### config.mk
export PLATFORM = sky130hd
export DESIGN_NAME = pc_sequencer_flat
export DESIGN_NICKNAME = d
export VERILOG_FILES = /design/src/rtl/pc_sequencer_pkg.sv /design/src/rtl/pc_sequencer_if.sv /design/src/rtl/pc_sequencer_timer.sv /design/src/rtl/pc_sequencer.sv /design/src/flat_wrapper.sv
export SDC_FILE = /design/constraint.sdc
export NUM_CORES = 1
export LEC_CHECK = 0
export CAP_MARGIN = 20
export CORE_AREA = 5 5 48 82
export CTS_CLUSTER_SIZE = 10
export DETAILED_ROUTE_END_ITERATION = 7
export DIE_AREA = 0 0 53 87
export PLACE_DENSITY = 0.74
export SYNTH_ARGS = -nofsm -noshare
export SYNTH_HDL_FRONTEND = slang
export SYNTH_HIERARCHICAL = 1
export SYNTH_SLANG_ARGS = --single-unit
### constraint.sdc
create_clock -name clock -period 2.65 [get_ports clock]
set_input_delay 0.53 -clock clock [delete_from_list [all_inputs] [get_ports clock]]
set_output_delay 0.53 -clock clock [all_outputs]
set_load 0.1 [all_outputs]
### src/rtl/pc_sequencer_pkg.sv
// rtl/pc_sequencer_pkg.sv - shared definitions for the PC sequencer
package pc_sequencer_pkg;

  localparam int ADDR_W_DEF  = 6;
  localparam int OFF_W_DEF   = 2;
  localparam int CNT_W_DEF   = 8;
  localparam int TIMEOUT_DEF = 15;

  localparam logic [5:0] BOOT_ADDR_LO = 6'b000000;
  localparam logic [5:0] BOOT_ADDR_HI = 6'b100000;

  // Encodings are visible on the state port, so the values are fixed.
  typedef enum logic [2:0] {
    ST_IDLE    = 3'd0,
    ST_LOAD    = 3'd1,
    ST_FETCH   = 3'd2,
    ST_WAIT    = 3'd3,
    ST_ADVANCE = 3'd4,
    ST_HALT    = 3'd5
  } state_e;

  // Address the PC loads for a given boot select.
  function automatic logic [5:0] boot_addr(input logic sel);
    return sel ? BOOT_ADDR_HI : BOOT_ADDR_LO;
  endfunction

endpackage

### src/rtl/pc_sequencer_if.sv
// rtl/pc_sequencer_if.sv - sequencer control/handshake bundle
interface pc_sequencer_if #(
  parameter int ADDR_W = 6,
  parameter int OFF_W  = 2,
  parameter int CNT_W  = 8
);
  logic              start;
  logic              boot_sel;
  logic [ADDR_W-1:0] pc_addr;
  logic              imem_ack;
  logic              instr_branch;
  logic [OFF_W-1:0]  instr_off;
  logic              instr_halt;
  logic              pc_load;
  logic              pc_boot;
  logic              pc_count;
  logic              pc_branch;
  logic [OFF_W-1:0]  pc_add_amt;
  logic              imem_req;
  logic [ADDR_W-1:0] fetch_addr;
  logic [2:0]        state;
  logic              halted;
  logic              error;
  logic [CNT_W-1:0]  fetch_count;

  // Sequencer side.
  modport master (
    input  start, boot_sel, pc_addr, imem_ack, instr_branch, instr_off, instr_halt,
    output pc_load, pc_boot, pc_count, pc_branch, pc_add_amt, imem_req,
           fetch_addr, state, halted, error, fetch_count
  );

  // Board / instruction-source side.
  modport slave (
    output start, boot_sel, pc_addr, imem_ack, instr_branch, instr_off, instr_halt,
    input  pc_load, pc_boot, pc_count, pc_branch, pc_add_amt, imem_req,
           fetch_addr, state, halted, error, fetch_count
  );
endinterface

### src/rtl/pc_sequencer_timer.sv
// rtl/pc_sequencer_timer.sv - ack wait timer with clear and expire flag
module pc_sequencer_timer #(
  parameter int TIMEOUT = 15
) (
  input  logic clock,
  input  logic reset,
  input  logic clear_i,
  input  logic enable_i,
  output logic expire_o
);
  localparam int W = $clog2(TIMEOUT + 1);

  logic [W-1:0] count_q, count_d;

  // count_q holds the number of completed wait cycles, so expire marks
  // the TIMEOUT-th wait cycle as the last one in which an ack is accepted.
  assign expire_o = (count_q == W'(TIMEOUT - 1));

  // Clear wins over counting; stop at the expire point.
  always_comb begin
    count_d = count_q;
    if (clear_i) begin
      count_d = '0;
    end else if (enable_i && !expire_o) begin
      count_d = count_q + W'(1);
    end
  end

  // Counter register.
  always_ff @(posedge clock) begin
    if (reset) begin
      count_q <= '0;
    end else begin
      count_q <= count_d;
    end
  end
endmodule

### src/rtl/pc_sequencer.sv
// rtl/pc_sequencer.sv - boot/fetch/advance control FSM for the PC datapath
module pc_sequencer
  import pc_sequencer_pkg::*;
#(
  parameter int ADDR_W  = ADDR_W_DEF,
  parameter int OFF_W   = OFF_W_DEF,
  parameter int TIMEOUT = TIMEOUT_DEF,
  parameter int CNT_W   = CNT_W_DEF
) (
  input  logic          clock,
  input  logic          reset,
  pc_sequencer_if.master bus
);
  state_e            state_q, state_d;
  logic              pc_load_q, pc_load_d;
  logic              pc_boot_q, pc_boot_d;
  logic              pc_count_q, pc_count_d;
  logic              pc_branch_q, pc_branch_d;
  logic [OFF_W-1:0]  add_amt_q, add_amt_d;
  logic              imem_req_q, imem_req_d;
  logic [ADDR_W-1:0] fetch_addr_q, fetch_addr_d;
  logic              halted_q, halted_d;
  logic              error_q, error_d;
  logic [CNT_W-1:0]  fcnt_q, fcnt_d;
  logic              halt_lat_q, halt_lat_d;
  logic              timer_clear, timer_en, timer_expire;

  pc_sequencer_timer #(.TIMEOUT(TIMEOUT)) u_timer (
    .clock    (clock),
    .reset    (reset),
    .clear_i  (timer_clear),
    .enable_i (timer_en),
    .expire_o (timer_expire)
  );

  // Next state and next output values; pulses are produced on the edge that
  // enters their state so every output port comes straight from a flop.
  always_comb begin
    state_d      = state_q;
    pc_load_d    = 1'b0;
    pc_boot_d    = pc_boot_q;
    pc_count_d   = 1'b0;
    pc_branch_d  = 1'b0;
    add_amt_d    = '0;
    imem_req_d   = imem_req_q;
    fetch_addr_d = fetch_addr_q;
    halted_d     = 1'b0;
    error_d      = error_q;
    fcnt_d       = fcnt_q;
    halt_lat_d   = halt_lat_q;
    timer_clear  = 1'b0;
    timer_en     = 1'b0;

    case (state_q)
      ST_IDLE, ST_HALT: begin
        if (bus.start) begin
          state_d   = ST_LOAD;
          pc_load_d = 1'b1;
          pc_boot_d = bus.boot_sel;
          fcnt_d    = '0;
          error_d   = 1'b0;
        end else begin
          halted_d  = (state_q == ST_HALT);
        end
      end
      ST_LOAD: begin
        state_d = ST_FETCH;
      end
      ST_FETCH: begin
        state_d      = ST_WAIT;
        fetch_addr_d = bus.pc_addr;
        imem_req_d   = 1'b1;
        timer_clear  = 1'b1;
      end
      ST_WAIT: begin
        timer_en = 1'b1;
        if (bus.imem_ack) begin
          // An ack in the final wait cycle still counts as an ack.
          state_d    = ST_ADVANCE;
          imem_req_d = 1'b0;
          halt_lat_d = bus.instr_halt;
          fcnt_d     = (&fcnt_q) ? fcnt_q : fcnt_q + CNT_W'(1);
          if (bus.instr_halt) begin
            pc_branch_d = 1'b0;
          end else if (bus.instr_branch) begin
            pc_branch_d = 1'b1;
            add_amt_d   = bus.instr_off;
          end else begin
            pc_count_d  = 1'b1;
          end
        end else if (timer_expire) begin
          state_d    = ST_HALT;
          imem_req_d = 1'b0;
          error_d    = 1'b1;
          halted_d   = 1'b1;
        end
      end
      ST_ADVANCE: begin
        if (halt_lat_q) begin
          state_d  = ST_HALT;
          halted_d = 1'b1;
        end else begin
          state_d  = ST_FETCH;
        end
      end
      default: begin
        state_d = ST_IDLE;
      end
    endcase
  end

  // State and output registers; reset clears everything.
  always_ff @(posedge clock) begin
    if (reset) begin
      state_q      <= ST_IDLE;
      pc_load_q    <= 1'b0;
      pc_boot_q    <= 1'b0;
      pc_count_q   <= 1'b0;
      pc_branch_q  <= 1'b0;
      add_amt_q    <= '0;
      imem_req_q   <= 1'b0;
      fetch_addr_q <= '0;
      halted_q     <= 1'b0;
      error_q      <= 1'b0;
      fcnt_q       <= '0;
      halt_lat_q   <= 1'b0;
    end else begin
      state_q      <= state_d;
      pc_load_q    <= pc_load_d;
      pc_boot_q    <= pc_boot_d;
      pc_count_q   <= pc_count_d;
      pc_branch_q  <= pc_branch_d;
      add_amt_q    <= add_amt_d;
      imem_req_q   <= imem_req_d;
      fetch_addr_q <= fetch_addr_d;
      halted_q     <= halted_d;
      error_q      <= error_d;
      fcnt_q       <= fcnt_d;
      halt_lat_q   <= halt_lat_d;
    end
  end

  assign bus.pc_load     = pc_load_q;
  assign bus.pc_boot     = pc_boot_q;
  assign bus.pc_count    = pc_count_q;
  assign bus.pc_branch   = pc_branch_q;
  assign bus.pc_add_amt  = add_amt_q;
  assign bus.imem_req    = imem_req_q;
  assign bus.fetch_addr  = fetch_addr_q;
  assign bus.state       = state_q;
  assign bus.halted      = halted_q;
  assign bus.error       = error_q;
  assign bus.fetch_count = fcnt_q;
endmodule

### src/flat_wrapper.sv
// flat-port wrapper written by rule: the top's interface ports become plain ports
module pc_sequencer_flat import pc_sequencer_pkg::*;
#(
  parameter int ADDR_W  = ADDR_W_DEF,
  parameter int OFF_W   = OFF_W_DEF,
  parameter int TIMEOUT = TIMEOUT_DEF,
  parameter int CNT_W   = CNT_W_DEF
)
  (clock, reset, bus_start, bus_boot_sel, bus_pc_addr, bus_imem_ack, bus_instr_branch, bus_instr_off, bus_instr_halt, bus_pc_load, bus_pc_boot, bus_pc_count, bus_pc_branch, bus_pc_add_amt, bus_imem_req, bus_fetch_addr, bus_state, bus_halted, bus_error, bus_fetch_count);
  pc_sequencer_if #(.ADDR_W(ADDR_W), .OFF_W(OFF_W), .CNT_W(CNT_W)) bus_i ();
  input  logic clock;
  input  logic reset;
  input wire logic [$bits(bus_i.start)-1:0] bus_start;
  input wire logic [$bits(bus_i.boot_sel)-1:0] bus_boot_sel;
  input wire logic [$bits(bus_i.pc_addr)-1:0] bus_pc_addr;
  input wire logic [$bits(bus_i.imem_ack)-1:0] bus_imem_ack;
  input wire logic [$bits(bus_i.instr_branch)-1:0] bus_instr_branch;
  input wire logic [$bits(bus_i.instr_off)-1:0] bus_instr_off;
  input wire logic [$bits(bus_i.instr_halt)-1:0] bus_instr_halt;
  output wire logic [$bits(bus_i.pc_load)-1:0] bus_pc_load;
  output wire logic [$bits(bus_i.pc_boot)-1:0] bus_pc_boot;
  output wire logic [$bits(bus_i.pc_count)-1:0] bus_pc_count;
  output wire logic [$bits(bus_i.pc_branch)-1:0] bus_pc_branch;
  output wire logic [$bits(bus_i.pc_add_amt)-1:0] bus_pc_add_amt;
  output wire logic [$bits(bus_i.imem_req)-1:0] bus_imem_req;
  output wire logic [$bits(bus_i.fetch_addr)-1:0] bus_fetch_addr;
  output wire logic [$bits(bus_i.state)-1:0] bus_state;
  output wire logic [$bits(bus_i.halted)-1:0] bus_halted;
  output wire logic [$bits(bus_i.error)-1:0] bus_error;
  output wire logic [$bits(bus_i.fetch_count)-1:0] bus_fetch_count;
  assign bus_i.start = bus_start;
  assign bus_i.boot_sel = bus_boot_sel;
  assign bus_i.pc_addr = bus_pc_addr;
  assign bus_i.imem_ack = bus_imem_ack;
  assign bus_i.instr_branch = bus_instr_branch;
  assign bus_i.instr_off = bus_instr_off;
  assign bus_i.instr_halt = bus_instr_halt;
  assign bus_pc_load = bus_i.pc_load;
  assign bus_pc_boot = bus_i.pc_boot;
  assign bus_pc_count = bus_i.pc_count;
  assign bus_pc_branch = bus_i.pc_branch;
  assign bus_pc_add_amt = bus_i.pc_add_amt;
  assign bus_imem_req = bus_i.imem_req;
  assign bus_fetch_addr = bus_i.fetch_addr;
  assign bus_state = bus_i.state;
  assign bus_halted = bus_i.halted;
  assign bus_error = bus_i.error;
  assign bus_fetch_count = bus_i.fetch_count;
  pc_sequencer #(.ADDR_W(ADDR_W), .OFF_W(OFF_W), .TIMEOUT(TIMEOUT), .CNT_W(CNT_W)) u_core (.clock(clock), .reset(reset), .bus(bus_i));
endmodule
# == Word level (Yosys, flattened, before mapping) ==
# Index checks and enable logic that the tools add are counted.
# op_classes
n_addsub,2
n_eq_ne,12
muxes,26
bitwise_logic,4
reduce_logical,17
# op_table
cell,count
8-bit 2-to-1 mux,3
8-bit case mux with 2 select lines,1
3-bit case mux with 5 select lines,1
1-bit 2-to-1 mux,14
3-bit 2-to-1 mux,4
"2-bit inequality test, second input constant",5
"8-bit by 1-bit adder with 8-bit output, second input constant",1
2-bit AND reduction,4
4-bit AND reduction,2
8-bit AND reduction,1
"3-bit by 2-bit == test with 1-bit output, second input constant",2
"3-bit == test, second input constant",2
2-bit OR reduction,3
5-bit OR reduction,1
"4-bit by 1-bit adder with 4-bit output, second input constant",1
"4-bit == test, second input constant",1
1-bit inverter,4
1-bit case mux with 2 select lines,2
2-bit nonzero test,2
4-bit OR reduction,1
"3-bit by 1-bit == test with 1-bit output, second input constant",1
3-bit zero test,1
"3-bit inequality test, second input constant",1
1-bit case mux with 3 select lines,1
other kinds (2),2
# word_totals
register_bits,31
in_bits,15
out_inout_bits,26
wordCells,74

# == Depth between registers and ports, before layout ==
# Gate-level depths: netlist of the first run.
# logic_depth
ltp_word,4
depth_mapped,8
depth_no_buf,8

# == Cells and area by module ==
# Netlist of the first run, hierarchy kept.
# by_module_without_submodules
mod,instances,cells_per_inst,area_each_um2,seq_area_each_um2
pc_sequencer,1,130,1159.9,540.5
pc_sequencer_timer,1,24,216.5,80.1

# == Worst setup path after synthesis of the first run ==
# OpenSTA, ideal clock, no wires.
# synth_path
kind,reg-to-reg
from,"register u_core.fcnt_q[1], in the netlist u_core/bus.fetch_count[1]"
to,"register u_core.fcnt_q[5], in the netlist u_core/bus.fetch_count[5]"
setup_ns,0.078
arrival_ns,2.296
required_time_ns,2.572
setup_slack_ns,0.276
path_stages_with_launch,6
n_path_buf,0
synth_period_minus_slack_ns,2.374
cell_sequence,dfxtp_1 > ha_1 > and4_2 > nand4_4 > a311o_1 > a31oi_1
# synth_via
elab_chain_cells,4
word_cells_on_any_way,7
cone_classes,1 x add/sub; 1 x eq/ne; 3 x mux; 2 x reduce/logical
# synth_rtl
element,line_no,text
start: declaration,pc_sequencer.sv:24,"logic [CNT_W-1:0] fcnt_q, fcnt_d;"
start signal: assignment,pc_sequencer.sv:138,fcnt_q <= fcnt_d;
8-bit by 1-bit adder with 8-bit output,pc_sequencer.sv:82,fcnt_d = (&fcnt_q) ? fcnt_q : fcnt_q + CNT_W'(1);
8-bit 2-to-1 mux,pc_sequencer.sv:82,
8-bit 2-to-1 mux,pc_sequencer.sv:77,if (bus.imem_ack) begin
8-bit case mux with 2 select lines,pc_sequencer.sv:54,case (state_q)
# Several ways; a longest one is shown, not always the timed one. The select of a mux whose other input is x is not followed.
# A chain may end at the register's enable or synchronous reset.

# == Worst setup path after layout of the first run ==
# layout_path
from,"register u_core.state_q[0], in the netlist u_core/bus.state[0]"
to,"register u_core.fcnt_q[4], in the netlist u_core/bus.fetch_count[4]"
# layout_via
elab_chain_cells,4
word_cells_on_any_way,10
cone_classes,5 x eq/ne; 1 x mux; 4 x reduce/logical
# layout_rtl
element,line_no,text
start: declaration,pc_sequencer.sv:14,"state_e state_q, state_d;"
start signal: assignment,pc_sequencer.sv:128,state_q <= state_d;
3-bit == test or 3-bit zero test (tied branches),pc_sequencer.sv:54,
2-bit OR reduction,pc_sequencer.sv:54,
2-bit inequality test (no line) or 2-bit nonzero test (tied branches),-,
4-bit AND reduction (no line),-,
# Several ways; a longest one is shown, not always the timed one.

==> results of run 1 <==
==> kinds of logic after synthesis <==
kind of cell             synth area share
AND/OR/NAND/NOR                     0.277
AO/OA/AOI/OAI                       0.149
flip-flops                          0.451
buffers and inverters              0.0373
multiplexers                       0.0518
adder cells (fa/ha/maj)            0.0273
XOR/XNOR                          0.00636
==> power by group through the flow <==
stage | Combinational [µW] | Sequential [µW] | Clock [µW]
5_1_grt | 221 | 500 | 410
6_report | 210 | 496 | 371
3_5_place_dp | 210 | 507 | 0
2_1_floorplan | 63.0 | 594 | 0
3_3_place_gp | 206 | 506 | 0
4_1_cts | 210 | 496 | 386
==> flip-flops by register name (all words and copies together) (netlist names), 2 cells and up <==
register,cells
u_core/bus.fetch_count,8
u_core/bus.pc_add_amt,2
u_core/bus.state,3
u_core/bus.fetch_addr,6
u_core/u_timer/count_q,4
==> area by class of cell <==
cell class	instances	share of cell area
clock buffers	6	0.0449
clock inverters	1	0.00272
inverters	5	0.0102
multi-input cells	111	0.383
flip-flops and latches	31	0.338
well taps	45	0.0306
repair buffers	42	0.191
==> layout by cell type (no fill, tap or decap), types with 2 or more instances in the layout <==
master / count
sky130_fd_sc_hd__a21oi_1: 9
sky130_fd_sc_hd__a31oi_1: 6
sky130_fd_sc_hd__o211ai_1: 3
sky130_fd_sc_hd__clkbuf_8: 6
sky130_fd_sc_hd__and3b_1: 2
sky130_fd_sc_hd__nand3_1: 10
sky130_fd_sc_hd__nand2_1: 12
sky130_fd_sc_hd__ha_1: 3
sky130_fd_sc_hd__nor2_1: 20
sky130_fd_sc_hd__nand3b_1: 2
sky130_fd_sc_hd__dfxtp_1: 31
sky130_fd_sc_hd__mux2i_1: 6
sky130_fd_sc_hd__o21ai_0: 6
sky130_fd_sc_hd__clkdlybuf4s50_1: 14
sky130_fd_sc_hd__nor3b_1: 3
sky130_fd_sc_hd__buf_4: 28
sky130_fd_sc_hd__and3_1: 3
sky130_fd_sc_hd__nand2b_1: 3
sky130_fd_sc_hd__inv_1: 4
==> per-layer routing <==
layer / part of all wire / up-vias
met3: 0.042 / 6
met5: 0 / -
li1: - / 632
met2: 0.55 / 30
met4: 0.026 / 0
met1: 0.38 / 631
==> worst max-delay path, stage by stage, from the launching register on <==
cell and delay (ns):
sky130_fd_sc_hd__dfxtp_1 0.54, sky130_fd_sc_hd__and3b_1 0.52, sky130_fd_sc_hd__nand3_1 0.20, sky130_fd_sc_hd__nor3b_1 0.26, sky130_fd_sc_hd__mux2_2 0.36
==> per-stage QoR <==
step                      hold WS [ns]  utilization  cells
after CTS                        0.472        0.564    241
after global placement           0.448        0.537    234
after detailed placement         0.461        0.537    234
final                            0.470        0.564    241
after global routing             0.501        0.564    241
after floorplan                  0.450            -    154
==> how the worst max path moves through the flow <==
| stage | from | endpoint | slack, ns |
|---|---|---|---|
| after floorplan | u_core/bus.fetch_count[1] | u_core/bus.fetch_count[5] | 0.28 |
| after global placement | bus_imem_ack | u_core/bus.fetch_count[4] | 0.66 |
| after detailed placement | bus_imem_ack | u_core/bus.fetch_count[4] | 0.60 |
| after CTS | u_core/bus.state[0] | u_core/bus.fetch_count[4] | 0.68 |
| after global routing | u_core/bus.state[0] | u_core/bus.fetch_count[4] | 0.51 |
| final | u_core/bus.state[0] | u_core/bus.fetch_count[4] | 0.65 |
==> impl_results.html, run 1 <==
<table>
<tr><th>Metric</th><th>Value</th></tr>
<tr><th colspan="2">Floorplan</th></tr>
<tr><td>Chip Height</td><td>87 µm</td></tr>
<tr><td>Number of cell rows</td><td>28</td></tr>
<tr><td>Starting utilization of the core area</td><td>0.422</td></tr>
<tr><td>Floorplan core area</td><td>0.00326 mm²</td></tr>
<tr><td>I/O Pins</td><td>41</td></tr>
<tr><td>Die Footprint</td><td>0.00461 mm²</td></tr>
<tr><td>Chip Width</td><td>53 µm</td></tr>
<tr><th colspan="2">Logic synthesis</th></tr>
<tr><td>Distinct cell type count of the synthesized netlist</td><td>43</td></tr>
<tr><td>Number of enable-type register cells in the synthesized netlist</td><td>0</td></tr>
<tr><td>Seq cells post-synth</td><td>31</td></tr>
<tr><td>Flip-flop cell with the highest count after synthesis</td><td>sky130_fd_sc_hd__dfxtp_1</td></tr>
<tr><td>Library cell with the largest summed area after synthesis</td><td>sky130_fd_sc_hd__dfxtp_1</td></tr>
<tr><td>Share of synthesized area occupied by flip-flops and latches</td><td>0.451</td></tr>
<tr><td>Post-synthesis cell count</td><td>~150</td></tr>
<tr><td>Net count after synthesis</td><td>172</td></tr>
<tr><td>Per-instance average area after synthesis</td><td>around 8.9 µm²</td></tr>
<tr><td>Cell types occupying the most area after synthesis</td><td>sky130_fd_sc_hd__dfxtp_1, sky130_fd_sc_hd__nor2_1, sky130_fd_sc_hd__mux2i_1</td></tr>
<tr><td>Post-synth top area share</td><td>0.451</td></tr>
<tr><td>Fraction of synthesis flops using an asynchronous set or reset pin</td><td>0</td></tr>
<tr><td>Combined area of all synthesized cells</td><td>around 0.0014 mm²</td></tr>
<tr><td>Number of warnings reported in the yosys synthesis log</td><td>6</td></tr>
<tr><td>Most common library cells after synthesis</td><td>sky130_fd_sc_hd__dfxtp_1, sky130_fd_sc_hd__nor2_1, sky130_fd_sc_hd__nand2_1</td></tr>
<tr><td>Cell with the most instances after synthesis</td><td>sky130_fd_sc_hd__dfxtp_1</td></tr>
<tr><th colspan="2">Drt</th></tr>
<tr><td>Routed via count</td><td>between 1,000 and 1,500</td></tr>
<tr><td>Antenna viol nets, final</td><td>0</td></tr>
<tr><td>Drt initial violations</td><td>26</td></tr>
<tr><td>WL/cell</td><td>14.9 µm</td></tr>
<tr><td>First-pass detailed-route iteration total</td><td>4</td></tr>
<tr><td>Avg Vias per Cell</td><td>5.39</td></tr>
<tr><td>Wire length reported by the detailed router</td><td>approximately 3.6 mm</td></tr>
<tr><td>Drc violations</td><td>0</td></tr>
<tr><th colspan="2">Cells and area</th></tr>
<tr><td>Filler cell count</td><td>322</td></tr>
<tr><td>Nets@finish</td><td>around 210</td></tr>
<tr><td>Seq. cell area</td><td>621 µm²</td></tr>
<tr><td>Post-route design area</td><td>0.00184 mm²</td></tr>
<tr><td>Multi-input logic area</td><td>704 µm²</td></tr>
<tr><td>Syn-to-layout area delta</td><td>33.5%</td></tr>
<tr><td>Diode insertion count for antenna repair</td><td>0</td></tr>
<tr><td>Share of cells above drive strength 1</td><td>0.230</td></tr>
<tr><th colspan="2">STA</th></tr>
<tr><td>Maximum frequency from static timing analysis</td><td>501 MHz</td></tr>
<tr><td>Crit path setup slack, layout</td><td>0.652 ns</td></tr>
<tr><td>Number of pins exceeding their max-slew limit in the final report</td><td>0</td></tr>
<tr><td>Crit share post-route</td><td>0.754</td></tr>
<tr><td>Worst max-slew margin expressed relative to the limit</td><td>0.689</td></tr>
<tr><td>Unrepaired setup endpoints after global routing</td><td>no</td></tr>
<tr><td>Setup TNS Final</td><td>0 ns</td></tr>
<tr><td>Finish-stage setup viols</td><td>0</td></tr>
<tr><td>Slew at the pin closest to its max-slew limit</td><td>0.467 ns</td></tr>
<tr><td>Hold violation total from the final report</td><td>0</td></tr>
<tr><td>Time the final worst path needs with I/O delays and setup</td><td>2.00 ns</td></tr>
<tr><td>Clock skew after layout</td><td>0.00630 ns</td></tr>
<tr><th colspan="2">Setup path</th></tr>
<tr><td>Worst path arrival time</td><td>2.16 ns</td></tr>
<tr><td>Highest net fanout along the worst path</td><td>14</td></tr>
<tr><td>Category of the most critical setup path</td><td>reg -&gt; reg</td></tr>
<tr><td>Type of destination of the critical path</td><td>flip-flop</td></tr>
<tr><td>Number of cells traversed by the worst register-to-register path</td><td>4</td></tr>
<tr><td>Worst reg2reg path startpoint</td><td>u_core/bus.state[0]</td></tr>
<tr><td>Required @ worst endpoint</td><td>2.81 ns</td></tr>
<tr><td>Worst R2R End</td><td>u_core/bus.fetch_count[4]</td></tr>
<tr><td>Launching element type of the critical path</td><td>flip-flop</td></tr>
<tr><td>Setup slack of the most critical reg-to-reg path</td><td>0.65 ns</td></tr>
<tr><th colspan="2">Flow run</th></tr>
<tr><td>Max-cap viol count</td><td>0</td></tr>
<tr><th colspan="2">Global routing</th></tr>
<tr><td>Met2 capacity usage during global routing</td><td>0.301</td></tr>
<tr><td>Number of antenna violations at the first check in global routing</td><td>0</td></tr>
<tr><td>Busiest metal layer after global routing</td><td>met2</td></tr>
<tr><td>Vias in the first global route</td><td>1,240</td></tr>
<tr><td>First-pass GRT wire length</td><td>a little under 6 mm</td></tr>
<tr><td>Largest net degree at the start of global routing</td><td>23</td></tr>
<tr><td>Met3 Usage GRT</td><td>0.0480</td></tr>
<tr><td>Global routing usage on met1</td><td>0.184</td></tr>
<tr><td>Overall fraction of global-route tracks in use</td><td>0.172</td></tr>
<tr><td>Overflow after GRT</td><td>0</td></tr>
<tr><th colspan="2">Power and ir drop</th></tr>
<tr><td>Net switching component of the power</td><td>330 µW</td></tr>
<tr><td>Part of the total power dissipated in combinational logic</td><td>0.195</td></tr>
<tr><td>Switching power as a share of total power</td><td>0.306</td></tr>
<tr><td>Internal power</td><td>748 µW</td></tr>
<tr><td>Power per cell area</td><td>586 mW/mm²</td></tr>
<tr><td>IR Drop Worst-Case VDD</td><td>between 400 and 500 µV</td></tr>
<tr><td>Proportion of power drawn by the clock network</td><td>0.345</td></tr>
<tr><td>Leakage power</td><td>0.000735 µW</td></tr>
<tr><td>Overall power of the completed layout</td><td>about 1100 µW</td></tr>
<tr><td>Share of power burned in registers</td><td>0.461</td></tr>
<tr><th colspan="2">Clocking</th></tr>
<tr><td>Clk Tree Root Cell</td><td>sky130_fd_sc_hd__clkbuf_8</td></tr>
<tr><td>Num CTS Buffers</td><td>5</td></tr>
<tr><td>Cts-stage hold buffer count</td><td>0</td></tr>
<tr><td>Clock latency reported for the late side of the worst-skew pair</td><td>0.28 ns</td></tr>
<tr><td>Sink count of the clock tree</td><td>31</td></tr>
<tr><td>Maximum level of the CTS H-tree</td><td>2</td></tr>
<tr><td>Buffer depth of the longest clock path</td><td>2</td></tr>
<tr><td>Clock slew at the register clock pins of the worst setup and hold paths</td><td>about 0.07 ns</td></tr>
<tr><td>CTS tree</td><td>done</td></tr>
<tr><td>Post-cts repair resize count</td><td>0</td></tr>
<tr><td>Setup Fix Bufs, Post-CTS</td><td>0</td></tr>
<tr><th colspan="2">Worst hold path</th></tr>
<tr><td>Cells on Worst Hold Path</td><td>2</td></tr>
<tr><td>Worst min path class</td><td>reg -&gt; reg</td></tr>
<tr><td>Hold endpoint</td><td>u_core/bus.pc_boot</td></tr>
<tr><td>Hold Crit Start</td><td>u_core/bus.pc_boot</td></tr>
<tr><th colspan="2">Place</th></tr>
<tr><td>Input/output buffers</td><td>40</td></tr>
<tr><td>Pre-CTS WS</td><td>0.604 ns</td></tr>
<tr><td>Final weighted congestion of routability-driven global placement</td><td>0.748</td></tr>
<tr><td>Area after detailed placement</td><td>0.00175 mm²</td></tr>
<tr><td>Post-detail-place hpwl</td><td>2.68 mm</td></tr>
<tr><th colspan="2">Status</th></tr>
<tr><td>Outcome</td><td>complete, no violations</td></tr>
</table>
(Power assumes the default switching activity.)
==> run 2: changes to the inputs <==
- clock period: 2.65 -> 2.05 ns (I/O delays scaled with it)
==> impl_results.html, run 2 (synthesis gave the netlist of run 1 again) <==
<table>
<tr><th>Metric</th><th>Value</th></tr>
<tr><th colspan="2">Drt</th></tr>
<tr><td>First-pass detailed-route iteration total</td><td>4 (unchanged)</td></tr>
<tr><td>WL/cell</td><td>14.2 µm (was 14.9 µm)</td></tr>
<tr><td>Wire length reported by the detailed router</td><td>3.46 mm (was 3.60 mm)</td></tr>
<tr><td>Routed via count</td><td>1,282 (was 1,299)</td></tr>
<tr><td>Drt initial violations</td><td>28 (was 26)</td></tr>
<tr><td>Antenna viol nets, final</td><td>0 (unchanged)</td></tr>
<tr><td>Avg Vias per Cell</td><td>5.25 (was 5.39)</td></tr>
<tr><td>Drc violations</td><td>0 (unchanged)</td></tr>
<tr><th colspan="2">STA</th></tr>
<tr><td>Crit share post-route</td><td>0.867 (was 0.754)</td></tr>
<tr><td>Setup TNS Final</td><td>0 ns (unchanged)</td></tr>
<tr><td>Worst max-slew margin expressed relative to the limit</td><td>0.749 (was 0.689)</td></tr>
<tr><td>Slew at the pin closest to its max-slew limit</td><td>0.376 ns (was 0.467 ns)</td></tr>
<tr><td>Unrepaired setup endpoints after global routing</td><td>no (unchanged)</td></tr>
<tr><td>Hold violation total from the final report</td><td>0 (unchanged)</td></tr>
<tr><td>Number of pins exceeding their max-slew limit in the final report</td><td>0 (unchanged)</td></tr>
<tr><td>Maximum frequency from static timing analysis</td><td>562 MHz (was 501 MHz)</td></tr>
<tr><td>Crit path setup slack, layout</td><td>0.272 ns (was 0.652 ns)</td></tr>
<tr><td>Finish-stage setup viols</td><td>0 (unchanged)</td></tr>
<tr><td>Time the final worst path needs with I/O delays and setup</td><td>1.78 ns (was 2.00 ns)</td></tr>
<tr><td>Clock skew after layout</td><td>0.00489 ns (was 0.00630 ns)</td></tr>
<tr><th colspan="2">Cells and area</th></tr>
<tr><td>Flip-flop count of the largest register after layout</td><td>8 (unchanged)</td></tr>
<tr><td>Seq. cell area</td><td>629 µm² (was 621 µm²)</td></tr>
<tr><td>Commonest non-fill, non-tap cell in the layout</td><td>sky130_fd_sc_hd__buf_4 (was sky130_fd_sc_hd__dfxtp_1)</td></tr>
<tr><td>Syn-to-layout area delta</td><td>41.1% (was 33.5%)</td></tr>
<tr><td>Diode insertion count for antenna repair</td><td>0 (unchanged)</td></tr>
<tr><td>Filler cell count</td><td>294 (was 322)</td></tr>
<tr><td>Nets@finish</td><td>216 (was 214)</td></tr>
<tr><td>Top library cells by usage in the layout, fill and taps aside</td><td>sky130_fd_sc_hd__buf_4, sky130_fd_sc_hd__dfxtp_1, sky130_fd_sc_hd__nor2_1, sky130_fd_sc_hd__clkdlybuf4s50_1, sky130_fd_sc_hd__nand2_1 (was sky130_fd_sc_hd__dfxtp_1, sky130_fd_sc_hd__buf_4, sky130_fd_sc_hd__nor2_1, sky130_fd_sc_hd__clkdlybuf4s50_1, sky130_fd_sc_hd__nand2_1)</td></tr>
<tr><td>Share of cells above drive strength 1</td><td>0.276 (was 0.230)</td></tr>
<tr><td>Multi-input logic area</td><td>704 µm² (unchanged)</td></tr>
<tr><td>Post-route design area</td><td>0.00194 mm² (was 0.00184 mm²)</td></tr>
<tr><th colspan="2">Clocking</th></tr>
<tr><td>Buffer depth of the longest clock path</td><td>2 (unchanged)</td></tr>
<tr><td>Num CTS Buffers</td><td>5 (unchanged)</td></tr>
<tr><td>Post-cts repair resize count</td><td>0 (unchanged)</td></tr>
<tr><td>Maximum level of the CTS H-tree</td><td>2 (unchanged)</td></tr>
<tr><td>Cts-stage hold buffer count</td><td>0 (unchanged)</td></tr>
<tr><td>Clock latency reported for the late side of the worst-skew pair</td><td>0.28 ns (about the same)</td></tr>
<tr><td>CTS tree</td><td>done (unchanged)</td></tr>
<tr><td>Setup Fix Bufs, Post-CTS</td><td>0 (unchanged)</td></tr>
<tr><td>Sink count of the clock tree</td><td>31 (unchanged)</td></tr>
<tr><td>Clk Tree Root Cell</td><td>sky130_fd_sc_hd__clkbuf_8 (unchanged)</td></tr>
<tr><td>Clock slew at the register clock pins of the worst setup and hold paths</td><td>0.06 ns (was 0.07 ns)</td></tr>
<tr><th colspan="2">Global routing</th></tr>
<tr><td>Overall fraction of global-route tracks in use</td><td>0.165 (was 0.172)</td></tr>
<tr><td>Number of antenna violations at the first check in global routing</td><td>0 (unchanged)</td></tr>
<tr><td>Overflow after GRT</td><td>0 (unchanged)</td></tr>
<tr><td>First-pass GRT wire length</td><td>5.80 mm (was 5.83 mm)</td></tr>
<tr><td>Largest net degree at the start of global routing</td><td>26 (was 23)</td></tr>
<tr><td>Vias in the first global route</td><td>1,300 (was 1,240)</td></tr>
<tr><th colspan="2">Place</th></tr>
<tr><td>Post-detail-place hpwl</td><td>2.65 mm (was 2.68 mm)</td></tr>
<tr><td>Final weighted congestion of routability-driven global placement</td><td>0.767 (was 0.748)</td></tr>
<tr><td>Input/output buffers</td><td>40 (unchanged)</td></tr>
<tr><td>Area after detailed placement</td><td>0.00182 mm² (was 0.00175 mm²)</td></tr>
<tr><td>Pre-CTS WS</td><td>0.0877 ns (was 0.604 ns)</td></tr>
<tr><th colspan="2">Setup path</th></tr>
<tr><td>Critical path buffers and inverters</td><td>0 (unchanged)</td></tr>
<tr><td>Cells along the critical path</td><td>ha_1 &gt; and4_2 &gt; nand4_4 &gt; a311o_1 &gt; a31oi_1 (was and3b_1 &gt; nand3_1 &gt; nor3b_1 &gt; mux2_2)</td></tr>
<tr><td>Gate family responsible for the most delay along the worst path</td><td>compound AO/OA/AOI/OAI gates (was simple AND/OR/NAND/NOR gates)</td></tr>
<tr><td>Category of the most critical setup path</td><td>reg -&gt; reg (unchanged)</td></tr>
<tr><td>Launching element type of the critical path</td><td>flip-flop (unchanged)</td></tr>
<tr><td>Worst path arrival time</td><td>1.98 ns (was 2.16 ns)</td></tr>
<tr><td>Highest net fanout along the worst path</td><td>6 (was 14)</td></tr>
<tr><td>Slowest cell delay on critical path</td><td>0.47 ns (was 0.54 ns)</td></tr>
<tr><td>Type of destination of the critical path</td><td>flip-flop (unchanged)</td></tr>
<tr><td>Required @ worst endpoint</td><td>2.25 ns (was 2.81 ns)</td></tr>
<tr><td>Critical-path top delay cell</td><td>sky130_fd_sc_hd__a311o_1 (was sky130_fd_sc_hd__dfxtp_1)</td></tr>
<tr><th colspan="2">Power and ir drop</th></tr>
<tr><td>Net switching component of the power</td><td>436 µW (was 330 µW)</td></tr>
<tr><td>Leakage power</td><td>0.000776 µW (was 0.000735 µW)</td></tr>
<tr><td>Overall power of the completed layout</td><td>1540 µW (was 1080 µW)</td></tr>
<tr><td>Power per cell area</td><td>792 mW/mm² (was 586 mW/mm²)</td></tr>
<tr><td>Share of power burned in registers</td><td>0.417 (was 0.461)</td></tr>
<tr><td>IR Drop Worst-Case VDD</td><td>582 µV (was 464 µV)</td></tr>
<tr><td>Internal power</td><td>1100 µW (was 748 µW)</td></tr>
<tr><td>Switching power as a share of total power</td><td>0.283 (was 0.306)</td></tr>
<tr><td>Proportion of power drawn by the clock network</td><td>0.403 (was 0.345)</td></tr>
<tr><td>Part of the total power dissipated in combinational logic</td><td>0.179 (was 0.195)</td></tr>
<tr><th colspan="2">Worst hold path</th></tr>
<tr><td>Worst min path class</td><td>reg -&gt; reg (unchanged)</td></tr>
<tr><th colspan="2">Floorplan</th></tr>
<tr><td>Die Footprint</td><td>0.00461 mm² (unchanged)</td></tr>
<tr><td>I/O Pins</td><td>41 (unchanged)</td></tr>
<tr><td>Floorplan core area</td><td>0.00326 mm² (unchanged)</td></tr>
<tr><td>Number of cell rows</td><td>28 (unchanged)</td></tr>
<tr><td>Chip Width</td><td>53 µm (unchanged)</td></tr>
<tr><td>Chip Height</td><td>87 µm (unchanged)</td></tr>
<tr><td>Starting utilization of the core area</td><td>0.422 (unchanged)</td></tr>
<tr><th colspan="2">Status</th></tr>
<tr><td>Outcome</td><td>complete, no violations (unchanged)</td></tr>
<tr><th colspan="2">Flow run</th></tr>
<tr><td>Max-cap viol count</td><td>0 (unchanged)</td></tr>
</table>
==> run 2: cell types whose count changed in the layout (fill, tap and decap cells not counted) <==
cell,previous run,this run
sky130_fd_sc_hd__buf_4,28,26
sky130_fd_sc_hd__dfxtp_1,31,24
sky130_fd_sc_hd__buf_12,0,4
sky130_fd_sc_hd__dfxtp_2,0,7
sky130_fd_sc_hd__bufinv_16,0,1
==> run 2: stage by stage <==
step	hold slack [ns]	std cells	utilization
5_1_grt	0.476	244	0.596
3_5_place_dp	0.449	236	0.560
2_1_floorplan	0.450	154	-
6_report	0.454	244	0.596
3_3_place_gp	0.448	236	0.560
4_1_cts	0.458	244	0.596
==> run 2: worst paths after layout <==
path                                           startpoint                        end  slack, ns  cells after the start
worst max-delay path            u_core/bus.fetch_count[0]  u_core/bus.fetch_count[6]       0.27                      5
worst min-delay path                   u_core/bus.pc_boot         u_core/bus.pc_boot       0.45                      2
worst max register to register  u_core/bus.fetch_count[0]  u_core/bus.fetch_count[6]       0.27                      5
worst min register to register         u_core/bus.pc_boot         u_core/bus.pc_boot       0.45                      2
==> run 2: area by class of cell <==
type,count,area share
inverter,5,0.00966
clock buffer,6,0.0425
clock inverter,2,0.0180
tap,45,0.0290
sequential,31,0.324
timing repair buffer,44,0.214
multi-input combinational,111,0.363
==> run 2: power by group through the flow <==
stage | clock network, µW | registers [µW] | logic [µW]
6_report | 620 | 641 | 276
3_5_place_dp | 0 | 655 | 277
5_1_grt | 656 | 645 | 290
4_1_cts | 632 | 641 | 277
3_3_place_gp | 0 | 654 | 271
2_1_floorplan | 0 | 768 | 81.4
==> run 2: worst register-to-register path, cell delays in order (launching register included) <==
cell and delay [ns]:
sky130_fd_sc_hd__dfxtp_2 0.37, sky130_fd_sc_hd__ha_1 0.18, sky130_fd_sc_hd__and4_2 0.31, sky130_fd_sc_hd__nand4_4 0.16
sky130_fd_sc_hd__a311o_1 0.47, sky130_fd_sc_hd__a31oi_1 0.21
==> run 2: per-layer routing <==
layer  global-route usage  vias to the layer above  routed length (µm)
li1                     -                      634                   -
met2                0.301                       43                1950
met5                    0                        -                   0
met3               0.0377                        7                 189
met4               0.0837                        0                  76
met1                0.168                      598                1240
==> run 3: changes to the inputs <==
- CORE_AREA: 5 5 48 82 -> 5 5 48 81
- DIE_AREA: 0 0 53 87 -> 0 0 53 86
- PLACE_DENSITY: 0.74 -> 0.75
==> impl_results.html, run 3 (synthesis gave the netlist of run 1 again) <==
<table>
<tr><th>Metric</th><th>Value</th></tr>
<tr><th colspan="2">STA</th></tr>
<tr><td>Crit share post-route</td><td>0.870 (was 0.867)</td></tr>
<tr><td>Finish-stage setup viols</td><td>0 (unchanged)</td></tr>
<tr><td>Unrepaired setup endpoints after global routing</td><td>no (unchanged)</td></tr>
<tr><td>Hold violation total from the final report</td><td>0 (unchanged)</td></tr>
<tr><td>Time the final worst path needs with I/O delays and setup</td><td>1.78 ns (about the same)</td></tr>
<tr><td>Number of pins exceeding their max-slew limit in the final report</td><td>0 (unchanged)</td></tr>
<tr><td>Worst max-slew margin expressed relative to the limit</td><td>0.754 (was 0.749)</td></tr>
<tr><td>Clock skew after layout</td><td>0.00672 ns (was 0.00489 ns)</td></tr>
<tr><td>Maximum frequency from static timing analysis</td><td>561 MHz (was 562 MHz)</td></tr>
<tr><td>Setup TNS Final</td><td>0 ns (unchanged)</td></tr>
<tr><td>Worst hold margin</td><td>0.460 ns (was 0.454 ns)</td></tr>
<tr><td>Slew at the pin closest to its max-slew limit</td><td>0.369 ns (was 0.376 ns)</td></tr>
<tr><th colspan="2">Drt</th></tr>
<tr><td>First-pass detailed-route iteration total</td><td>4 (unchanged)</td></tr>
<tr><td>Wire length reported by the detailed router</td><td>3.53 mm (was 3.46 mm)</td></tr>
<tr><td>WL/cell</td><td>14.5 µm (was 14.2 µm)</td></tr>
<tr><td>Routed via count</td><td>1,297 (was 1,282)</td></tr>
<tr><td>Avg Vias per Cell</td><td>5.34 (was 5.25)</td></tr>
<tr><td>Drc violations</td><td>0 (unchanged)</td></tr>
<tr><td>Drt initial violations</td><td>44 (was 28)</td></tr>
<tr><td>Antenna viol nets, final</td><td>0 (unchanged)</td></tr>
<tr><th colspan="2">Setup path</th></tr>
<tr><td>Type of destination of the critical path</td><td>flip-flop (unchanged)</td></tr>
<tr><td>Worst path arrival time</td><td>1.99 ns (was 1.98 ns)</td></tr>
<tr><td>Setup slack of the most critical reg-to-reg path</td><td>0.27 ns (about the same)</td></tr>
<tr><td>Required @ worst endpoint</td><td>2.26 ns (was 2.25 ns)</td></tr>
<tr><td>Worst setup path start</td><td>u_core/bus.fetch_count[0] (unchanged)</td></tr>
<tr><td>Worst reg2reg path startpoint</td><td>u_core/bus.fetch_count[0] (unchanged)</td></tr>
<tr><td>Launching element type of the critical path</td><td>flip-flop (unchanged)</td></tr>
<tr><td>Number of cells traversed by the worst register-to-register path</td><td>5 (unchanged)</td></tr>
<tr><td>Category of the most critical setup path</td><td>reg -&gt; reg (unchanged)</td></tr>
<tr><td>Capture point of the worst path</td><td>u_core/bus.fetch_count[6] (unchanged)</td></tr>
<tr><td>Highest net fanout along the worst path</td><td>6 (unchanged)</td></tr>
<tr><td>Worst R2R End</td><td>u_core/bus.fetch_count[6] (unchanged)</td></tr>
<tr><th colspan="2">Clocking</th></tr>
<tr><td>Maximum level of the CTS H-tree</td><td>2 (unchanged)</td></tr>
<tr><td>Num CTS Buffers</td><td>5 (unchanged)</td></tr>
<tr><td>Clock slew at the register clock pins of the worst setup and hold paths</td><td>0.07 ns (was 0.06 ns)</td></tr>
<tr><td>Sink count of the clock tree</td><td>31 (unchanged)</td></tr>
<tr><td>Post-cts repair resize count</td><td>0 (unchanged)</td></tr>
<tr><td>Cts-stage hold buffer count</td><td>0 (unchanged)</td></tr>
<tr><td>CTS tree</td><td>done (unchanged)</td></tr>
<tr><td>Clock latency reported for the late side of the worst-skew pair</td><td>0.29 ns (was 0.28 ns)</td></tr>
<tr><td>Buffer depth of the longest clock path</td><td>2 (unchanged)</td></tr>
<tr><td>Clk Tree Root Cell</td><td>sky130_fd_sc_hd__clkbuf_8 (unchanged)</td></tr>
<tr><td>Setup Fix Bufs, Post-CTS</td><td>0 (unchanged)</td></tr>
<tr><th colspan="2">Cells and area</th></tr>
<tr><td>Syn-to-layout area delta</td><td>39.0% (was 41.1%)</td></tr>
<tr><td>Filler cell count</td><td>289 (was 294)</td></tr>
<tr><td>Commonest non-fill, non-tap cell in the layout</td><td>sky130_fd_sc_hd__buf_4 (unchanged)</td></tr>
<tr><td>Nets@finish</td><td>217 (was 216)</td></tr>
<tr><td>Post-route design area</td><td>0.00191 mm² (was 0.00194 mm²)</td></tr>
<tr><td>Flip-flop count of the largest register after layout</td><td>8 (unchanged)</td></tr>
<tr><td>Diode insertion count for antenna repair</td><td>0 (unchanged)</td></tr>
<tr><td>Top library cells by usage in the layout, fill and taps aside</td><td>sky130_fd_sc_hd__buf_4, sky130_fd_sc_hd__dfxtp_1, sky130_fd_sc_hd__nor2_1, sky130_fd_sc_hd__clkdlybuf4s50_1, sky130_fd_sc_hd__nand2_1 (unchanged)</td></tr>
<tr><td>Share of cells above drive strength 1</td><td>0.280 (was 0.276)</td></tr>
<tr><th colspan="2">Global routing</th></tr>
<tr><td>Overall fraction of global-route tracks in use</td><td>0.173 (was 0.165)</td></tr>
<tr><td>Number of antenna violations at the first check in global routing</td><td>0 (unchanged)</td></tr>
<tr><td>Largest net degree at the start of global routing</td><td>16 (was 26)</td></tr>
<tr><td>Overflow after GRT</td><td>0 (unchanged)</td></tr>
<tr><td>Vias in the first global route</td><td>1,305 (was 1,300)</td></tr>
<tr><td>First-pass GRT wire length</td><td>5.76 mm (was 5.80 mm)</td></tr>
<tr><th colspan="2">Floorplan</th></tr>
<tr><td>Chip Height</td><td>86 µm (was 87 µm)</td></tr>
<tr><td>Chip Width</td><td>53 µm (unchanged)</td></tr>
<tr><td>Starting utilization of the core area</td><td>0.438 (was 0.422)</td></tr>
<tr><td>I/O Pins</td><td>41 (unchanged)</td></tr>
<tr><td>Floorplan core area</td><td>0.00314 mm² (was 0.00326 mm²)</td></tr>
<tr><td>Die Footprint</td><td>0.00456 mm² (was 0.00461 mm²)</td></tr>
<tr><td>Number of cell rows</td><td>27 (was 28)</td></tr>
<tr><th colspan="2">Status</th></tr>
<tr><td>Outcome</td><td>complete, no violations (unchanged)</td></tr>
<tr><th colspan="2">Power and ir drop</th></tr>
<tr><td>Power per cell area</td><td>721 mW/mm² (was 792 mW/mm²)</td></tr>
<tr><td>IR Drop Worst-Case VDD</td><td>542 µV (was 582 µV)</td></tr>
<tr><td>Leakage power</td><td>0.000765 µW (was 0.000776 µW)</td></tr>
<tr><th colspan="2">Place</th></tr>
<tr><td>Final weighted congestion of routability-driven global placement</td><td>0.745 (was 0.767)</td></tr>
<tr><td>Input/output buffers</td><td>40 (unchanged)</td></tr>
<tr><td>Post-detail-place hpwl</td><td>2.70 mm (was 2.65 mm)</td></tr>
<tr><td>Area after detailed placement</td><td>0.00183 mm² (was 0.00182 mm²)</td></tr>
<tr><th colspan="2">Flow run</th></tr>
<tr><td>Max-cap viol count</td><td>0 (unchanged)</td></tr>
<tr><th colspan="2">Worst hold path</th></tr>
<tr><td>Worst min path class</td><td>reg -&gt; reg (unchanged)</td></tr>
<tr><td>Cells on Worst Hold Path</td><td>2 (unchanged)</td></tr>
</table>
run 3: power by group:
part	switching, µW	total [µW]	internal, µW	leakage [µW]
combinational	189	274	85.3	0.000463
clock	231	463	232	0.0000477
sequential	19.9	642	622	0.000254
run 3: final cells by class:
| type | count | area [µm²] | share of cell area |
|---|---|---|---|
| sequential | 31 | 629 | 0.329 |
| clock buffer | 5 | 68.8 | 0.0360 |
| inverter | 5 | 18.8 | 0.00981 |
| clock inverter | 3 | 15.0 | 0.00785 |
| tap | 43 | 53.8 | 0.0281 |
| multi-input combinational | 111 | 704 | 0.368 |
| timing repair buffer | 45 | 423 | 0.221 |
run 3: how the worst min path moves through the flow:
stage | slack (ns) | startpoint | endpoint
after floorplan | 0.45 | u_core/halt_lat_q | u_core/halt_lat_q
after global placement | 0.45 | u_core/bus.pc_boot | u_core/bus.pc_boot
after detailed placement | 0.45 | u_core/bus.pc_boot | u_core/bus.pc_boot
after CTS | 0.46 | u_core/bus.pc_boot | u_core/bus.pc_boot
after global routing | 0.49 | u_core/bus.error | u_core/bus.error
final | 0.46 | u_core/bus.error | u_core/bus.error
run 3: per-stage QoR:
step	std cells	setup slack, ns	utilization	total power (µW)
after floorplan	154	0.00238	-	850
final	243	0.267	0.609	1380
after detailed placement	235	0.105	0.582	931
after CTS	243	0.273	0.609	1400
after global routing	243	0.164	0.609	1440
after global placement	235	0.150	0.582	926
run 3: per-layer routing:
| metal | wire (µm) | vias up | track usage |
|---|---|---|---|
| li1 | - | 636 | - |
| met1 | 1280 | 613 | 0.164 |
| met2 | 1980 | 42 | 0.305 |
| met3 | 188 | 6 | 0.0539 |
| met4 | 82 | 0 | 0.112 |
| met5 | 0 | - | 0 |
run 3: worst max-delay path, stage by stage, from the launching register on:
cell and delay [ns]:
sky130_fd_sc_hd__dfxtp_2 0.37, sky130_fd_sc_hd__ha_1 0.18, sky130_fd_sc_hd__and4_2 0.30, sky130_fd_sc_hd__nand4_4 0.16, sky130_fd_sc_hd__a311o_1 0.47, sky130_fd_sc_hd__a31oi_1 0.22
